==> src/rtl/alu_pkg.sv <==
// Shared opcodes and FSM state encoding for the digit-serial ALU.
// The opcode values match the select field driven by the register file stage.
package alu_pkg;

  localparam logic [2:0] OP_MOV  = 3'b000;
  localparam logic [2:0] OP_NOT  = 3'b001;
  localparam logic [2:0] OP_NAND = 3'b011;
  localparam logic [2:0] OP_NOR  = 3'b100;
  localparam logic [2:0] OP_SUB  = 3'b101;
  localparam logic [2:0] OP_ADD  = 3'b110;

  typedef enum logic [1:0] {
    ST_IDLE = 2'd0,
    ST_RUN  = 2'd1,
    ST_DONE = 2'd2
  } state_t;

endpackage

==> src/rtl/alu_digit_slice.sv <==
// Combinational DIGIT-bit ALU slice: a ripple chain of 1-bit cells plus the logic ops.
// The carry into the top cell is exported so the top level can derive signed overflow.
module alu_digit_slice
  import alu_pkg::*;
#(
  parameter int DIGIT = 4
) (
  input  logic [DIGIT-1:0] a,
  input  logic [DIGIT-1:0] b,
  input  logic [2:0]       select,
  input  logic             c_in,
  output logic [DIGIT-1:0] y,
  output logic             c_out,
  output logic             c_msb_in
);

  logic [DIGIT:0]   carry;
  logic [DIGIT-1:0] b_eff;
  logic [DIGIT-1:0] sum;

  // Subtraction is a + ~b with the carry-in preloaded to 1 by the top level.
  always_comb begin
    carry[0] = c_in;
    b_eff    = (select == OP_SUB) ? ~b : b;
    sum      = '0;
    for (int i = 0; i < DIGIT; i++) begin
      sum[i]       = a[i] ^ b_eff[i] ^ carry[i];
      carry[i + 1] = (a[i] & b_eff[i]) | (carry[i] & (a[i] ^ b_eff[i]));
    end

    case (select)
      OP_NOT:         y = ~a;
      OP_NAND:        y = ~(a & b);
      OP_NOR:         y = ~(a | b);
      OP_ADD, OP_SUB: y = sum;
      default:        y = a;
    endcase
  end

  assign c_out    = carry[DIGIT];
  assign c_msb_in = carry[DIGIT-1];

endmodule

==> src/rtl/alu_digit_serial.sv <==
// Digit-serial ALU: consumes a WIDTH-bit operation DIGIT bits per clock, LSB digit first,
// with valid/ready handshakes on both sides and flags produced alongside the result.
module alu_digit_serial
  import alu_pkg::*;
#(
  parameter int WIDTH = 16,
  parameter int DIGIT = 4
) (
  input  logic             clk,
  input  logic             rst,
  input  logic             in_valid,
  output logic             in_ready,
  input  logic [WIDTH-1:0] a,
  input  logic [WIDTH-1:0] b,
  input  logic [2:0]       select,
  output logic             out_valid,
  input  logic             out_ready,
  output logic [WIDTH-1:0] result,
  output logic             c_out,
  output logic             overflow,
  output logic             zero,
  output logic             negative
);

  localparam int NDIG = WIDTH / DIGIT;
  localparam int CW   = (NDIG > 1) ? $clog2(NDIG) : 1;
  localparam logic [CW-1:0] LAST_DIGIT = CW'(NDIG - 1);

  state_t           state;
  logic [WIDTH-1:0] a_sh;
  logic [WIDTH-1:0] b_sh;
  logic [2:0]       op;
  logic             carry;
  logic [CW-1:0]    cnt;

  logic [DIGIT-1:0] dig_y;
  logic             dig_c_out;
  logic             dig_c_msb_in;
  logic [WIDTH-1:0] result_next;
  logic             is_arith;

  alu_digit_slice #(.DIGIT(DIGIT)) u_slice (
    .a        (a_sh[DIGIT-1:0]),
    .b        (b_sh[DIGIT-1:0]),
    .select   (op),
    .c_in     (carry),
    .y        (dig_y),
    .c_out    (dig_c_out),
    .c_msb_in (dig_c_msb_in)
  );

  // New digits enter at the top so that after NDIG shifts the LSB digit sits at bit 0.
  assign result_next = (result >> DIGIT) | (WIDTH'(dig_y) << (WIDTH - DIGIT));
  assign is_arith    = (op == OP_ADD) || (op == OP_SUB);

  always_ff @(posedge clk) begin
    if (rst) begin
      state     <= ST_IDLE;
      in_ready  <= 1'b1;
      out_valid <= 1'b0;
      result    <= '0;
      c_out     <= 1'b0;
      overflow  <= 1'b0;
      zero      <= 1'b0;
      negative  <= 1'b0;
      cnt       <= '0;
      carry     <= 1'b0;
      a_sh      <= '0;
      b_sh      <= '0;
      op        <= OP_MOV;
    end else begin
      case (state)
        ST_IDLE: begin
          if (in_valid) begin
            a_sh     <= a;
            b_sh     <= b;
            op       <= select;
            carry    <= (select == OP_SUB);
            cnt      <= '0;
            in_ready <= 1'b0;
            state    <= ST_RUN;
          end
        end
        ST_RUN: begin
          a_sh   <= a_sh >> DIGIT;
          b_sh   <= b_sh >> DIGIT;
          result <= result_next;
          carry  <= dig_c_out;
          // Flags come from the final digit's carries; logic ops report no carry or overflow.
          if (cnt == LAST_DIGIT) begin
            state     <= ST_DONE;
            out_valid <= 1'b1;
            c_out     <= is_arith & dig_c_out;
            overflow  <= is_arith & (dig_c_out ^ dig_c_msb_in);
            zero      <= (result_next == '0);
            negative  <= result_next[WIDTH-1];
          end else begin
            cnt <= cnt + 1'b1;
          end
        end
        ST_DONE: begin
          if (out_ready) begin
            out_valid <= 1'b0;
            in_ready  <= 1'b1;
            state     <= ST_IDLE;
          end
        end
        default: begin
          state <= ST_IDLE;
        end
      endcase
    end
  end

endmodule

==> config.mk <==
export PLATFORM = sky130hd
export DESIGN_NAME = alu_digit_serial
export DESIGN_NICKNAME = d
export VERILOG_FILES = /design/src/rtl/alu_pkg.sv /design/src/rtl/alu_digit_slice.sv /design/src/rtl/alu_digit_serial.sv
export SDC_FILE = /design/constraint.sdc
export NUM_CORES = 1
export LEC_CHECK = 0
export ABC_AREA = 1
export ABC_CLOCK_PERIOD_IN_PS = 6700
export CORE_MARGIN = 2
export CORE_UTILIZATION = 35
export CTS_BUF_LIST = sky130_fd_sc_hd__clkbuf_16
export DETAILED_ROUTE_END_ITERATION = 10
export PLACE_DENSITY_LB_ADDON = 0.1
export SETUP_SLACK_MARGIN = 0.5
export SYNTH_ARGS = -nofsm -noshare
export SYNTH_HDL_FRONTEND = slang
export SYNTH_SLANG_ARGS = --single-unit
export TNS_END_PERCENT = 5
==> constraint.sdc <==
create_clock -name clk -period 6.7 [get_ports clk]
set_input_delay 0.67 -clock clk [delete_from_list [all_inputs] [get_ports clk]]
set_output_delay 0.67 -clock clk [all_outputs]
set_load 0.005 [all_outputs]
Yosys cells after proc, flatten, opt, wreduce, memory -nomap -nowiden

Index checks and enable logic that the tools add are counted.

Reduce and logical (&&, ||, !) cells: 14
Multipliers: 0
Order comparisons: 0
Divide/modulo/power cells: 0
Eq/ne operators: 13
Shift-type cells: 0
Bitwise operators: 30
$add $sub $neg: 1
Multiplexer cells: 21

Operators by type and width:

| cell               | count |
|---|---|
| $pmux 16 s2        | 2 |
| $mux 16            | 2 |
| $logic_not 16->1   | 1 |
| $not 4->4          | 4 |
| $or 12x16->16      | 1 |
| $pmux 4 s4         | 1 |
| $eq 3x3->1 const B | 4 |
| $reduce_and 3->1   | 4 |
| $and 1x1->1        | 10 |
| $mux 2             | 5 |
| $xor 1x1->1        | 9 |
| $ne 2x2->1 const B | 4 |
| $pmux 1 s2         | 3 |
| $pmux 2 s3         | 1 |
| $reduce_and 2->1   | 3 |
| $reduce_bool 2->1  | 3 |
| $mux 1             | 5 |
| $and 4x4->4        | 1 |
| $eq 2x2->1 const B | 2 |
| $mux 4             | 1 |
| $or 1x1->1         | 4 |
| $or 4x4->4         | 1 |
| $pmux 2 s2         | 1 |
| $eq 3x1->1 const B | 1 |
| other kinds (6)    | 6 |

Bits in registers: 62
Bits in read-only memories: 0
Output and inout port bits: 22
Word-level logic and storage cells: 92
RAM bits: 0
Latch bits: 0
Memories kept: 0
Input bits: 39

Depth between registers and ports, before layout

Gate-level depths: netlist (run 1).

Depth after elaboration: 13
Depth in mapped cells: 17

Cells and area by module

A second synthesis (run 1) with hierarchy kept.

Cell total of the unflattened synthesis: 438
Area total of the unflattened synthesis: 3,016.6 um2

By module, submodules not included:

| module           | sequential area each (um2) | instances | cells each | area an instance (um2) |
|---|---|---|---|---|
| alu_digit_serial | 1,241.2                    | 1         | 364        | 2,560.0 |
| alu_digit_slice  | 0.0                        | 1         | 74         | 456.7 |

Worst setup path before layout (run 1)

OpenSTA, ideal clock, no wires.

Kind: register to register
Start: reg op[1]
End: reg zero
Slack: 3.797 ns
Data arrival time: 2.835 ns
Clock period less this slack: 2.903 ns
Cell stages (with the launch flop): 18
Path through: dfxtp_1 > inv_2 > nand3_1 > xor2_1 > inv_1 > fa_1 > fa_1 > inv_1 > fa_1 > inv_1 > fa_1 > nand2_2 > nand2_2 > nor2_2 > nand2_2 > nor2_2 > nand3_2 > a21oi_2

Cells in the longest elaborated chain, start to end: 13
Elaborated cells on any way between the ends: 27

RTL lines:

| item                   | RTL line                                     | RTL |
|---|---|---|
| start, declared        | alu_digit_serial.sv:32                       | `logic [2:0] op;` |
| start signal, assigned | alu_digit_serial.sv:77                       | `op <= select;` |
| $eq 3x3->1             | alu_digit_slice.sv:24, alu_digit_slice.sv:31 |  |
| $mux 4                 | alu_digit_slice.sv:24                        | `b_eff = (select == OP_SUB) ? ~b : b;` |
| $xor 1x1->1            | alu_digit_slice.sv:27, alu_digit_slice.sv:28 |  |
| $and 1x1->1            | alu_digit_slice.sv:28                        | `carry[i + 1] = (a[i] & b_eff[i]) \| (carry[i] & (a[i] ^ b_eff[i]));` |
| $or 1x1->1             | alu_digit_slice.sv:28                        |  |
| $and 1x1->1            | alu_digit_slice.sv:28                        |  |
| $or 1x1->1             | alu_digit_slice.sv:28                        |  |
| $and 1x1->1            | alu_digit_slice.sv:28                        |  |
| $or 1x1->1             | alu_digit_slice.sv:28                        |  |
| $xor 1x1->1            | alu_digit_slice.sv:27                        | `sum[i] = a[i] ^ b_eff[i] ^ carry[i];` |
| $pmux 4 s4 (*)         | alu_digit_slice.sv:31                        | `case (select)` |
| $or 12x16->16 (*)      | alu_digit_serial.sv:53                       | `assign result_next = (result >> DIGIT) \| (WIDTH'(dig_y) << (WIDTH - DIGIT));` |
| $logic_not 16->1 (*)   | alu_digit_serial.sv:95                       | `zero <= (result_next == '0);` |
| end signal, assigned   | alu_digit_serial.sv:95                       |  |
| end, declared          | alu_digit_serial.sv:21                       | `output logic zero,` |

Mark *: on every way between the ends. The rest lies on a longest branch, timed or not.
A chain may end at the register's enable or synchronous reset.

Worst setup path after layout (run 1)

Start: reg op[2]
End: reg zero

Same word-level chain as after synthesis.

==> metrics.csv, run 1 <==
stage,metric,value,unit
placed_design,Final HPWL DP,4.82,mm
floorplan,# IOs,61,
logic_synthesis,synth top area cells,"dfxtp_1, nand2_1, o21ai_0",
setup_path,crit-path cells,nand3_1 > xor2_1 > inv_1 > fa_1 > fa_1 > inv_1 > fa_1 > inv_1 > fa_1 > nand2_2 > nand2_2 > nor2_2 > nand2_2 > nor2_2 > nand3_2 > a21oi_2,
cts,clk sink count,62,
route,Vias,2617,
power,power per cell area,284,nW/um^2
logic_synthesis,compound-cell area share of the yosys netlist,20.5,%
floorplan,Horiz. Die Dim,94.5,um
logic_synthesis,register area share after synthesis,43.3,%
cts,post-CTS sizing,0,
global_route,largest net degree at the start of global routing,50,
power,peak supply drop,121,uV
logic_synthesis,"EDFF count, synth",0,
floorplan,die height,94.5,um
global_route,total global routing overflow,0,
cts,CTS Buf Count,9,
timing,Final setup violation count,0,
timing,Fmax achieved,308,MHz
setup_path,Critical Path AT,3.47,ns
cells_and_area,register area,1240,um^2
timing,RSZ-0062 raised after global routing,no,
logic_synthesis,top post-synthesis cells by count,"nand2_1, dfxtp_1, o21ai_0",
logic_synthesis,largest family of logic cells by synthesized area,simple AND/OR/NAND/NOR gates,
route,DR WL/cell,12.8,um
global_route,initial antenna violation count,0,
logic_synthesis,Post-Syn Nets,426,
logic_synthesis,Yosys warnings,0,
worst_hold_path,Hold WC Path Type,flop to flop,
setup_path,crit end category,flop,
logic_synthesis,Yosys cell types,34,
power,Leak,0.00152,uW
cts,H-tree Lvls,3,
cells_and_area,final net count,476,
cts,CTS tree,done,
timing,Final Critical Period,3.24,ns
timing,worst slew pin tran,0.791,ns
setup_path,critical path class,flop to flop,
logic_synthesis,mux share of post-synthesis cell area,0,%
placed_design,Area after DPL,3470,um^2
setup_path,required time worst endpoint,6.93,ns
setup_path,"slowest stage cell, crit path",dfxtp_1,
route,Total Routed Length,6.92,mm
cts,clock buffer depth,2,
logic_synthesis,Yosys top cell by area,dfxtp_1,
logic_synthesis,XOR/XNOR share of the synthesized area,1.53,%
setup_path,crit-path most repeated cell,fa_1,
cells_and_area,Fill cells,838,
floorplan,die area,8930,um^2
route,First DRT Iteration DRCs,128,
logic_synthesis,Syn Area/Cell,7.50,um^2
logic_synthesis,Adder-Cell Fraction of Synth Area,3.23,%
setup_path,CP Buf/Inv Count,3,
job,Max Cap Viol,0,
timing,setup TNS,0,ns
timing,final hold viol count,0,
placed_design,PortBufs,60,
timing,Tcrit/Tclk final,48.4,%
logic_synthesis,top cell type's share of synthesized area,43.3,%
global_route,first-pass GRT wire length,11.5,mm
timing,Max transition margin,47.1,%
logic_synthesis,Simple-Gate Fraction of Synth Area,22.2,%
cts,"Reg clk slew, reported paths",0.05,ns
cells_and_area,Syn-to-layout area delta,32.1,%
logic_synthesis,"Primary FF master, synth",dfxtp_1,
logic_synthesis,synthesized instance count,382,
logic_synthesis,Synth async-reset ratio,0,%
setup_path,Crit path max-delay family,adder cells,
cells_and_area,antenna fix cells,0,
route,DR pass1 iterations,4,
route,Residual DRC,0,
route,Antenna Violating Nets Remaining,0,
logic_synthesis,Post-Syn Area,2870,um^2
cts,CTS root buffer,clkbuf_16,
placed_design,Placer Congestion,0.834,
cells_and_area,final instance area,3790,um^2
global_route,via count of the first global-routing pass,2459,
setup_path,max incr delay on CP,0.53,ns
timing,Final Max Tran Viols,0,
logic_synthesis,number of synthesized register bits,62,
logic_synthesis,"count leader, synth",nand2_1,
floorplan,Initial Util,35.4,%
cells_and_area,multi-input logic area,1360,um^2
floorplan,FP Rows,33,
setup_path,CP startpoint kind,flop,
global_route,GRT Total Usage,16.5,%
floorplan,total core area,8090,um^2
cts,Skew-Pair Late Insertion Delay,0.31,ns
cells_and_area,layout cell share with drive strength beyond 1,8.47,%
timing,skew final,0.00413,ns
cts,post-CTS setup buffer count,0,
cts,number of hold buffers added after cts,0,
setup_path,CP Max Fanout,11,
status,status,finished clean,
route,Via density,4.83,
## routing by layer
layer	global-route usage [%]	wire [um]
met4	4.59	34
met5	0	0
met3	4.47	325
met2	24.8	3040
met1	23.1	3520
## cell families after synthesis
kind of cell,after synthesis
flip-flops,62
AND/OR/NAND/NOR,144
AO/OA/AOI/OAI,109
XOR/XNOR,5
buffers and inverters,57
adder cells (fa/ha/maj),5
## cells in the final DEF (no fill, tap or decap), types with 11 or more instances in the layout
cell / synthesis / final
nand2_1: 89 / 89
nand3_1: 11 / 11
o21ai_0: 37 / 37
inv_1: 28 / 29
clkdlybuf4s50_1: 0 / 60
a21oi_1: 30 / 30
dfxtp_1: 62 / 62
o21ai_1: 14 / 14
a31oi_1: 24 / 24
nor2_1: 19 / 19
## stage by stage
step | power [uW] | hold slack, ns | util [%] | instances | setup WS [ns]
finish | 1070 | 0.462 | 46.8 | 542 | 3.46
global route | 1130 | 0.481 | 46.8 | 542 | 3.24
global placement | 601 | 0.451 | 42.9 | 526 | 3.58
CTS | 1090 | 0.463 | 46.8 | 542 | 3.49
detailed placement | 603 | 0.449 | 42.9 | 526 | 3.52
floorplan | 540 | 0.438 | - | 382 | 3.80
## where the power goes
part | internal (uW) | switching [uW]
logic | 76.3 | 93.6
registers | 401 | 24.6
clock network | 323 | 156
total | 800 | 274
## state kept, by name, summed over array words and instances (netlist names)
| signal | cells |
|---|---|
| c_out | 1 |
| result | 16 |
| out_valid | 1 |
| cnt | 2 |
| a_sh | 16 |
| in_ready | 1 |
| negative | 1 |
| op | 3 |
| state | 2 |
| zero | 1 |
| carry | 1 |
| overflow | 1 |
| b_sh | 16 |
## layout make-up
class / count / share of cell area (%)
Clock buffer: 9 / 5.95
Sequential cell: 62 / 32.8
Inverter: 35 / 3.47
Tap cell: 105 / 3.47
Multi-Input combinational cell: 263 / 35.9
Clock inverter: 7 / 2.38
Timing Repair Buffer: 61 / 16.1
## worst min-delay path, stage by stage (launching register included)
cell,delay (ns)
dfxtp_1,0.31
nand2_1,0.06
a21oi_1,0.05
## path summary, 6_finish.rpt
path / start / endpoint / slack (ns) / cells past startpoint
worst max register to register: op[2]$_SDFFE_PP0P_ / zero$_SDFFE_PP0P_ / 3.46 / 16
worst min-delay path: a_sh[15]$_SDFFE_PP0P_ / a_sh[15]$_SDFFE_PP0P_ / 0.46 / 2
worst min register to register: a_sh[15]$_SDFFE_PP0P_ / a_sh[15]$_SDFFE_PP0P_ / 0.46 / 2
worst max-delay path: op[2]$_SDFFE_PP0P_ / zero$_SDFFE_PP0P_ / 3.46 / 16
No activity file was read; power rests on OpenSTA's default activity.
==> run 2: changes to the inputs <==
--- a/config.mk
+++ b/config.mk
@@ -6,7 +6,7 @@
 export NUM_CORES = 1
 export LEC_CHECK = 0
 export ABC_AREA = 1
-export ABC_CLOCK_PERIOD_IN_PS = 6700
+export ABC_CLOCK_PERIOD_IN_PS = 2750
 export CORE_MARGIN = 2
 export CORE_UTILIZATION = 35
 export CTS_BUF_LIST = sky130_fd_sc_hd__clkbuf_16
==> constraint.sdc (replaced) <==
create_clock -name clk -period 2.75 [get_ports clk]
set_input_delay 0.275 -clock clk [delete_from_list [all_inputs] [get_ports clk]]
set_output_delay 0.275 -clock clk [all_outputs]
set_load 0.005 [all_outputs]
==> metrics.csv, run 2 (same netlist as run 1, synthesis figures left out) <==
stage,metric,value,unit
status,status,finished clean,
timing,Final setup violation count,0,
setup_path,Critical Path AT,2.97,ns
timing,Max transition margin,58.2,%
route,Antenna Violating Nets Remaining,0,
floorplan,die area,8930,um^2
setup_path,crit end category,flop,
route,DR WL/cell,12.6,um
cells_and_area,most frequent cells in the layout,"nand2_1, clkdlybuf4s50_1, dfxtp_1",
power,power per cell area,678,nW/um^2
power,Leak,0.00155,uW
floorplan,# IOs,61,
placed_design,Final HPWL DP,4.76,mm
power,total power,2630,uW
floorplan,Initial Util,35.4,%
floorplan,die height,94.5,um
placed_design,PortBufs,60,
global_route,busiest layer in global routing,met2,
timing,Final Max Tran Viols,0,
setup_path,required time worst endpoint,3.01,ns
job,Max Cap Viol,0,
route,Residual DRC,0,
global_route,GRT Total Usage,16.7,%
global_route,initial antenna violation count,0,
timing,Tcrit/Tclk final,98.6,%
timing,final setup margin,0.0386,ns
timing,skew final,0.0100,ns
power,peak supply drop,390,uV
cts,clock buffer depth,2,
timing,worst slew pin tran,0.626,ns
setup_path,max incr delay on CP,0.41,ns
global_route,via count of the first global-routing pass,2430,
setup_path,crit-path most repeated cell,fa_2,
cts,clk sink count,62,
route,First DRT Iteration DRCs,116,
floorplan,FP Rows,33,
cells_and_area,antenna fix cells,0,
route,Vias,2647,
cells_and_area,Largest regs,"a_sh (16), b_sh (16), result (16)",
global_route,largest net degree at the start of global routing,50,
setup_path,CP startpoint kind,flop,
cells_and_area,final net count,484,
global_route,met3 GRT Util,3.99,%
cts,CTS Buf Count,9,
route,DR pass1 iterations,4,
setup_path,CP Max Fanout,3,
worst_hold_path,Hold WC Path Type,flop to flop,
cells_and_area,Syn-to-layout area delta,35.2,%
cells_and_area,post-route insts no fill,550,
cts,CTS root buffer,clkbuf_16,
setup_path,Crit path max-delay family,adder cells,
timing,final hold viol count,0,
setup_path,critical path class,flop to flop,
global_route,first-pass GRT wire length,11.6,mm
route,Total Routed Length,6.93,mm
global_route,GR Util met2,24.6,%
cts,"Reg clk slew, reported paths",0.05,ns
cts,Skew-Pair Late Insertion Delay,0.32,ns
cts,post-CTS setup buffer count,0,
cts,H-tree Lvls,3,
route,Via density,4.81,
setup_path,crit-path cells,inv_2 > nand3_4 > xor2_1 > inv_1 > fa_2 > fa_2 > inv_2 > fa_2 > inv_2 > fa_2 > nand2_2 > nand2_2 > nor2_2 > nand2_2 > nor2_2 > nand3_2 > a21oi_2,
global_route,grt met1 use,23.8,%
floorplan,total core area,8090,um^2
placed_design,"worst slack, placed",0.0245,ns
timing,Final Critical Period,2.71,ns
setup_path,"slowest stage cell, crit path",fa_2,
placed_design,Placer Congestion,0.794,
timing,RSZ-0062 raised after global routing,yes,
timing,Hold Worst Slack,0.458,ns
floorplan,Horiz. Die Dim,94.5,um
cells_and_area,"commonest non-fill, non-tap cell in the layout",nand2_1,
placed_design,Cell Count Post-Placement,534,
setup_path,CP Buf/Inv Count,4,
global_route,total global routing overflow,0,
timing,Fmax achieved,369,MHz
cts,CTS tree,done,
cells_and_area,layout cell share with drive strength beyond 1,12.1,%
==> run 2: path summary, 6_finish.rpt <==
check | start | end | slack, ns | cells after the start
max reg2reg | op[1]$_SDFFE_PP0P_ | zero$_SDFFE_PP0P_ | 0.04 | 17
min reg2reg | a_sh[15]$_SDFFE_PP0P_ | a_sh[15]$_SDFFE_PP0P_ | 0.46 | 2
min | a_sh[15]$_SDFFE_PP0P_ | a_sh[15]$_SDFFE_PP0P_ | 0.46 | 2
max | op[1]$_SDFFE_PP0P_ | zero$_SDFFE_PP0P_ | 0.04 | 17
==> run 2: worst register-to-register path, delay by kind of cell (launching register included) <==
family | cells | cell delay, ns
xor gates and xnor gates | 1 | 0.16
and+or+nand+nor | 7 | 0.50
adders and majority gates | 4 | 1.31
DFF | 1 | 0.32
buffers and inverters | 4 | 0.26
AOI/OAI and AO/OA | 1 | 0.11
==> run 2: routing by layer <==
metal / share of wire, % / vias to the layer above
met5: 0 / -
met4: 0.58 / 0
met3: 3.7 / 4
met2: 44 / 57
li1: - / 1392
met1: 51 / 1194
==> run 2: power by group <==
part           switching (uW)  total, uW  internal (uW)
clock                     377       1150            778
sequential               53.7       1030            977
combinational             239        442            204
==> run 2: timing repair <==
action / in CTS / in global routing
gates resized for setup: 6 / 1
setup endpoints to repair: 7 / 8
hold buffers: 0 / 0
pin swaps: 8 / 11
==> run 2: final cells by class <==
class,count,area [um^2]
clock buffer,9,225
clock inverter,7,80.1
fill,843,4220
inverter,35,131
multi-input combinational,263,1390
sequential,62,1240
tap,105,131
timing repair buffer,69,668
==> run 2: stage by stage <==
stage	instance area, um^2	setup TNS, ns	util [%]
floorplan	2890	0	-
global placement	3550	0	43.9
detailed placement	3550	0	43.9
CTS	3870	0	47.8
global route	3870	-0.216	47.9
finish	3870	0	47.9
==> run 3: changes to the inputs <==
--- a/config.mk
+++ b/config.mk
@@ -12,7 +12,6 @@
 export CTS_BUF_LIST = sky130_fd_sc_hd__clkbuf_16
 export DETAILED_ROUTE_END_ITERATION = 10
 export PLACE_DENSITY_LB_ADDON = 0.1
-export SETUP_SLACK_MARGIN = 0.5
 export SYNTH_ARGS = -nofsm -noshare
 export SYNTH_HDL_FRONTEND = slang
 export SYNTH_SLANG_ARGS = --single-unit
==> metrics.csv, run 3 (same netlist as run 1, synthesis figures left out) <==
stage,metric,value,unit
route,Residual DRC,0,
cts,H-tree Lvls,3,
setup_path,Crit. Startpoint,op[1]$_SDFFE_PP0P_,
global_route,largest net degree at the start of global routing,50,
route,Total Routed Length,7.09,mm
power,power per cell area,681,nW/um^2
power,switching part of the total power,25.7,%
route,Via density,4.81,
cts,CTS Buf Count,9,
worst_hold_path,Hold WC Path Type,flop to flop,
status,status,finished clean,
cells_and_area,Largest regs,"a_sh (16), b_sh (16), result (16)",
worst_hold_path,Worst Hold End,a_sh[14]$_SDFFE_PP0P_,
cts,CTS root buffer,clkbuf_16,
timing,Final Critical Period,2.73,ns
floorplan,Horiz. Die Dim,94.5,um
cells_and_area,"commonest non-fill, non-tap cell in the layout",nand2_1,
setup_path,R2R depth,17,
timing,Max transition margin,56.6,%
timing,Hold Worst Slack,0.459,ns
setup_path,crit end category,flop,
cells_and_area,layout cell share with drive strength beyond 1,11.2,%
power,fraction of power consumed by the clock network,44.2,%
setup_path,register-to-register setup slack,0.02,ns
setup_path,CP Max Fanout,3,
cells_and_area,Fill cells,836,
cts,post-CTS sizing,0,
cts,Skew-Pair Late Insertion Delay,0.33,ns
power,Leak,0.00155,uW
cells_and_area,most frequent cells in the layout,"nand2_1, dfxtp_1, clkdlybuf4s50_1",
timing,Tcrit/Tclk final,99.1,%
cts,"Reg clk slew, reported paths",0.05,ns
route,First DRT Iteration DRCs,159,
cells_and_area,register area,1240,um^2
route,Antenna Violating Nets Remaining,0,
cts,clock buffer depth,2,
placed_design,Area after DPL,3550,um^2
cells_and_area,Syn-to-layout area delta,34.7,%
cts,clk sink count,62,
floorplan,total core area,8090,um^2
global_route,total global routing overflow,0,
route,DR WL/cell,12.9,um
floorplan,die area,8930,um^2
global_route,first-pass GRT wire length,11.8,mm
global_route,initial antenna violation count,0,
floorplan,die height,94.5,um
placed_design,Placer Congestion,0.779,
setup_path,CP startpoint kind,flop,
setup_path,critical path class,flop to flop,
timing,Final Max Tran Viols,0,
worst_hold_path,hold path cells,2,
timing,skew final,0.00712,ns
cells_and_area,multi-input logic area,1380,um^2
timing,RSZ-0062 raised after global routing,yes,
cells_and_area,final instance area,3860,um^2
route,Vias,2648,
worst_hold_path,launch point of the worst hold path,a_sh[14]$_SDFFE_PP0P_,
placed_design,PortBufs,60,
power,peak supply drop,272,uV
setup_path,R2R Path Start,op[1]$_SDFFE_PP0P_,
timing,worst slew pin tran,0.649,ns
timing,Fmax achieved,367,MHz
power,Switching Power,674,uW
cts,number of hold buffers added after cts,0,
job,Max Cap Viol,0,
floorplan,FP Rows,33,
floorplan,# IOs,61,
placed_design,Final HPWL DP,4.82,mm
setup_path,Critical Path AT,2.99,ns
cells_and_area,final net count,484,
cells_and_area,antenna fix cells,0,
setup_path,required time worst endpoint,3.01,ns
setup_path,Reg-to-Reg End,zero$_SDFFE_PP0P_,
global_route,GRT Total Usage,17.0,%
power,Internal Pwr Total,1950,uW
route,DR pass1 iterations,4,
cts,CTS tree,done,
timing,Final setup violation count,0,
timing,final hold viol count,0,
power,Comb pwr share,16.6,%
global_route,via count of the first global-routing pass,2429,
power,sequential power share,39.2,%
floorplan,Initial Util,35.4,%
cts,post-CTS setup buffer count,0,
## run 3: layout make-up
class / instances / share of cell area [%]
multi-input combinational: 263 / 35.8
sequential: 62 / 32.2
timing repair buffer: 69 / 17.3
clock buffer: 9 / 5.83
inverter: 35 / 3.40
tap: 105 / 3.40
clock inverter: 7 / 2.07
## run 3: worst max-delay path, stage by stage (launching register included)
cell     delay, ns
dfxtp_2       0.32
inv_2         0.07
nand3_4       0.07
xor2_1        0.16
inv_1         0.07
fa_2          0.34
fa_2          0.34
inv_2         0.07
fa_2          0.21
inv_2         0.04
fa_1          0.44
nand2_2       0.08
nand2_2       0.04
nor2_2        0.08
nand2_2       0.07
nor2_2        0.09
nand3_2       0.07
a21oi_2       0.11
## run 3: per-layer routing
layer,wire length [um],vias up,track usage [%],share of wire [%]
met1,3610,1203,24.2,51
met3,289,9,3.27,4.1
met4,115,0,7.61,1.6
met2,3070,54,24.8,43
li1,-,1382,-,-
met5,0,-,0,0
## run 3: worst max-delay path by stage
stage                        endpoint  depth (start not counted)  slack, ns
finish              zero$_SDFFE_PP0P_                         17       0.02
global route        zero$_SDFFE_PP0P_                         17      -0.19
CTS                 zero$_SDFFE_PP0P_                         16      0.001
detailed placement  zero$_SDFFE_PP0P_                         16       0.01
global placement    zero$_SDFFE_PP0P_                         16       0.07
floorplan           zero$_SDFFE_PP0P_                         17     0.0003
## run 3: power groups by stage
stage	Combinational, uW	Clock (uW)	Sequential (uW)
after floorplan	284	0	1040
after global placement	436	0	1050
after detailed placement	437	0	1050
after CTS	440	1190	1030
after global routing	495	1230	1040
final	436	1160	1030
## run 3: per-stage QoR
step	util [%]	instances	setup slack, ns	setup TNS [ns]	power, uW
6_report	47.7	550	0.0237	0	2630
5_1_grt	47.7	550	-0.190	-0.432	2760
4_1_cts	47.7	550	0.00147	0	2660
3_5_place_dp	43.9	534	0.00959	0	1490
3_3_place_gp	43.9	534	0.0699	0	1480
2_1_floorplan	-	382	0.000267	0	1320
==> edit (settings of run 2) <==
Make the reset (`rst`) asynchronous in one clocked block.
--- a/src/rtl/alu_digit_serial.sv
+++ b/src/rtl/alu_digit_serial.sv
@@ -55,3 +55,3 @@
 
-  always_ff @(posedge clk) begin
+  always_ff @(posedge clk or posedge rst) begin
     if (rst) begin
Check against the original RTL: differs if rst is asserted again (counterexample within 4 cycles, from zero or initial values and one cycle with rst high); with rst held inactive, the same outputs for 10 cycles.
==> edit against run 2 <==
Sequential cell count unchanged. Synthesized area grew 4.0%. Worst hold slack worse by 0.11 ns. Routed wire length shrank 0.43%. Cell area rose by 3.8%. Clock skew down 0.00050 ns. Setup slack better by 0.018 ns.
Power is not compared: it rests on default switching activity, and its combinational part moved more than twofold at a synthesized area within 25%.
==> edit: results (changes against run 2) <==
stage	metric	value	unit	change
place	placed cell count	497		-6.9%
power_and_ir_drop	maximum vdd drop	396	uV	
logic_synthesis	main area contributors after synthesis	dfrtp_1 51%, nand2_1 8.9%, inv_1 7.2%, a221oi_1 7.0%, o21ai_0 5.0%		
logic_synthesis	sequential fraction of the synthesis area	0.521		+0.0878
route	via density per instance	4.92		+2.2%
clock_network	Inserted Clock Buffers	9		unchanged
logic_synthesis	Post-synth EDFFs	0		unchanged
logic_synthesis	Syn. warnings	0		unchanged
global_route	first-pass GRT wire length	11.6	mm	+0.36%
logic_synthesis	Post-synth top cells	71 x nand2_1, 61 x dfrtp_1, 57 x inv_1, 30 x o21ai_0, 25 x nor3_1		
finish	final non-filler cell total	514		-6.5%
clock_network	H-tree levels	3		unchanged
finish	Regs by FF count	a_sh: 16 flops, b_sh: 16 flops, result: 16 flops		
worst_setup_path	worst-path maximum fanout	3		unchanged
finish	Final Net Count	448		-7.4%
place	I/O Buffers	60		unchanged
power_and_ir_drop	LEAKAGE	1.86	nW	
finish	layout cell share with drive strength beyond 1	0.105		-0.0162
place	Placer Congestion	0.789		-0.63%
timing	Slew HR	0.607		+0.0246
logic_synthesis	library cells used by synthesis	26		-24%
worst_setup_path	R2R cell count	16		-1
worst_hold_path	Min-Delay Path Class	input pin to asynchronous set/reset pin		
logic_synthesis	top_reg_cell synth	dfrtp_1		
worst_setup_path	worst stage delay on the critical path	0.51	ns	+0.10 ns
route	1st-iter DRT viols	121		+4.3%
worst_setup_path	RR Startpoint	op[1]		
logic_synthesis	Gate Count Post-Synth	338		-12%
place	area post-placement	0.00373	mm^2	+5.0%
clock_network	Clock Pin Slew Worst Setup and Hold Paths	0.06	ns	
clock_network	root buf cell	clkbuf_16		
worst_setup_path	FF-to-FF End	zero		
clock_network	Worst-Skew Late Latency	0.32	ns	about the same
clock_network	CTS Buffer Depth	2		unchanged
logic_synthesis	Synth async-reset ratio	1.00		+1.00
finish	Diodes inserted	0		unchanged
worst_setup_path	reg2reg setup slack	0.06	ns	+0.02 ns
global_route	vias in the first global route	2424		-0.25%
logic_synthesis	Synthesized Nets	382		-10%
global_route	number of antenna violations at the first check in global routing	0		unchanged
route	Pre-antenna DRT Iters	4		unchanged
global_route	pin count of the biggest net entering global routing	37		-26%
route	Wirelength per Cell	13.4	um	+6.5%
place	hpwl dp	4.96	mm	+4.2%
timing	Setup Skew	0.00953	ns	-0.000504 ns
finish	Filler cells	792		-6.0%
worst_setup_path	Critical-path top delay cell	fa_2		
finish	area of the multi-input gates	0.00114	mm^2	-18%
worst_setup_path	Data arrival, critical path	2.90	ns	-0.07 ns
global_route	All-Layer GR Usage	0.165		-0.00174
route	DR DRC count	0		unchanged
status	status	complete, no violations		
## edit: cell type report
| type | instances | area share |
|---|---|---|
| repair buffers | 70 | 0.171 |
| clock inverters | 7 | 0.0140 |
| flip-flops and latches | 62 | 0.386 |
| inverters | 61 | 0.0569 |
| multi-input cells | 200 | 0.284 |
| well taps | 105 | 0.0326 |
| clock buffers | 9 | 0.0560 |
## edit: kinds of logic (layout without fill, tap and decap cells)
kind of cell | count (synthesis) | count (layout) | synth area share
flip-flops | 62 | 62 | 0.521
buffers and inverters | 76 | 147 | 0.104
AO/OA/AOI/OAI | 58 | 58 | 0.132
AND/OR/NAND/NOR | 132 | 132 | 0.198
adder cells (fa/ha/maj) | 5 | 5 | 0.0311
XOR/XNOR | 5 | 5 | 0.0147
## edit: worst max-delay path by stage
stage / slack (ns) / depth (start not counted) / from / to
after CTS: 0.04 / 16 / op[1] / zero
after global placement: 0.09 / 15 / op[1] / result[15]
after floorplan: 0.04 / 16 / op[2] / zero
after global routing: -0.10 / 16 / op[1] / zero
final: 0.06 / 16 / op[1] / zero
after detailed placement: 0.05 / 16 / op[1] / zero
## edit: power breakdown
part	internal [W]	switching (W)
logic	0.000997	0.00137
registers	0.00136	0.000225
clock network	0.000685	0.000378
## edit: critical path, delay by kind of cell, from the launching register on
kind	cells	cell delay [ns]
fa+ha+maj	4	1.39
simple gates	8	0.46
flops	1	0.38
buf+inv	3	0.20
xor+xnor	1	0.16
## edit: repair_timing
item                                   4_1_cts  5_1_grt
pin swaps                                    0        1
setup buffers                                1        0
setup endpoints to repair                    7        7
resized for setup                            0        3
gates cloned                                 0        0
endpoints found under the hold margin        0        0
## edit: routing by layer
metal | GRT usage | vias to the layer above | share of wire
li1 | - | 1252 | -
met1 | 0.236 | 1194 | 0.48
met2 | 0.242 | 69 | 0.46
met3 | 0.0376 | 12 | 0.050
met4 | 0.0634 | 0 | 0.016
met5 | 0 | - | 0
## edit: metrics by stage
step	setup TNS (ns)	hold slack [ns]	worst slack (ns)
after floorplan	0	0.373	0.0444
after global placement	0	0.457	0.0884
after detailed placement	0	0.463	0.0491
after CTS	0	0.366	0.0360
after global routing	-0.152	0.411	-0.103
final	0	0.347	0.0563
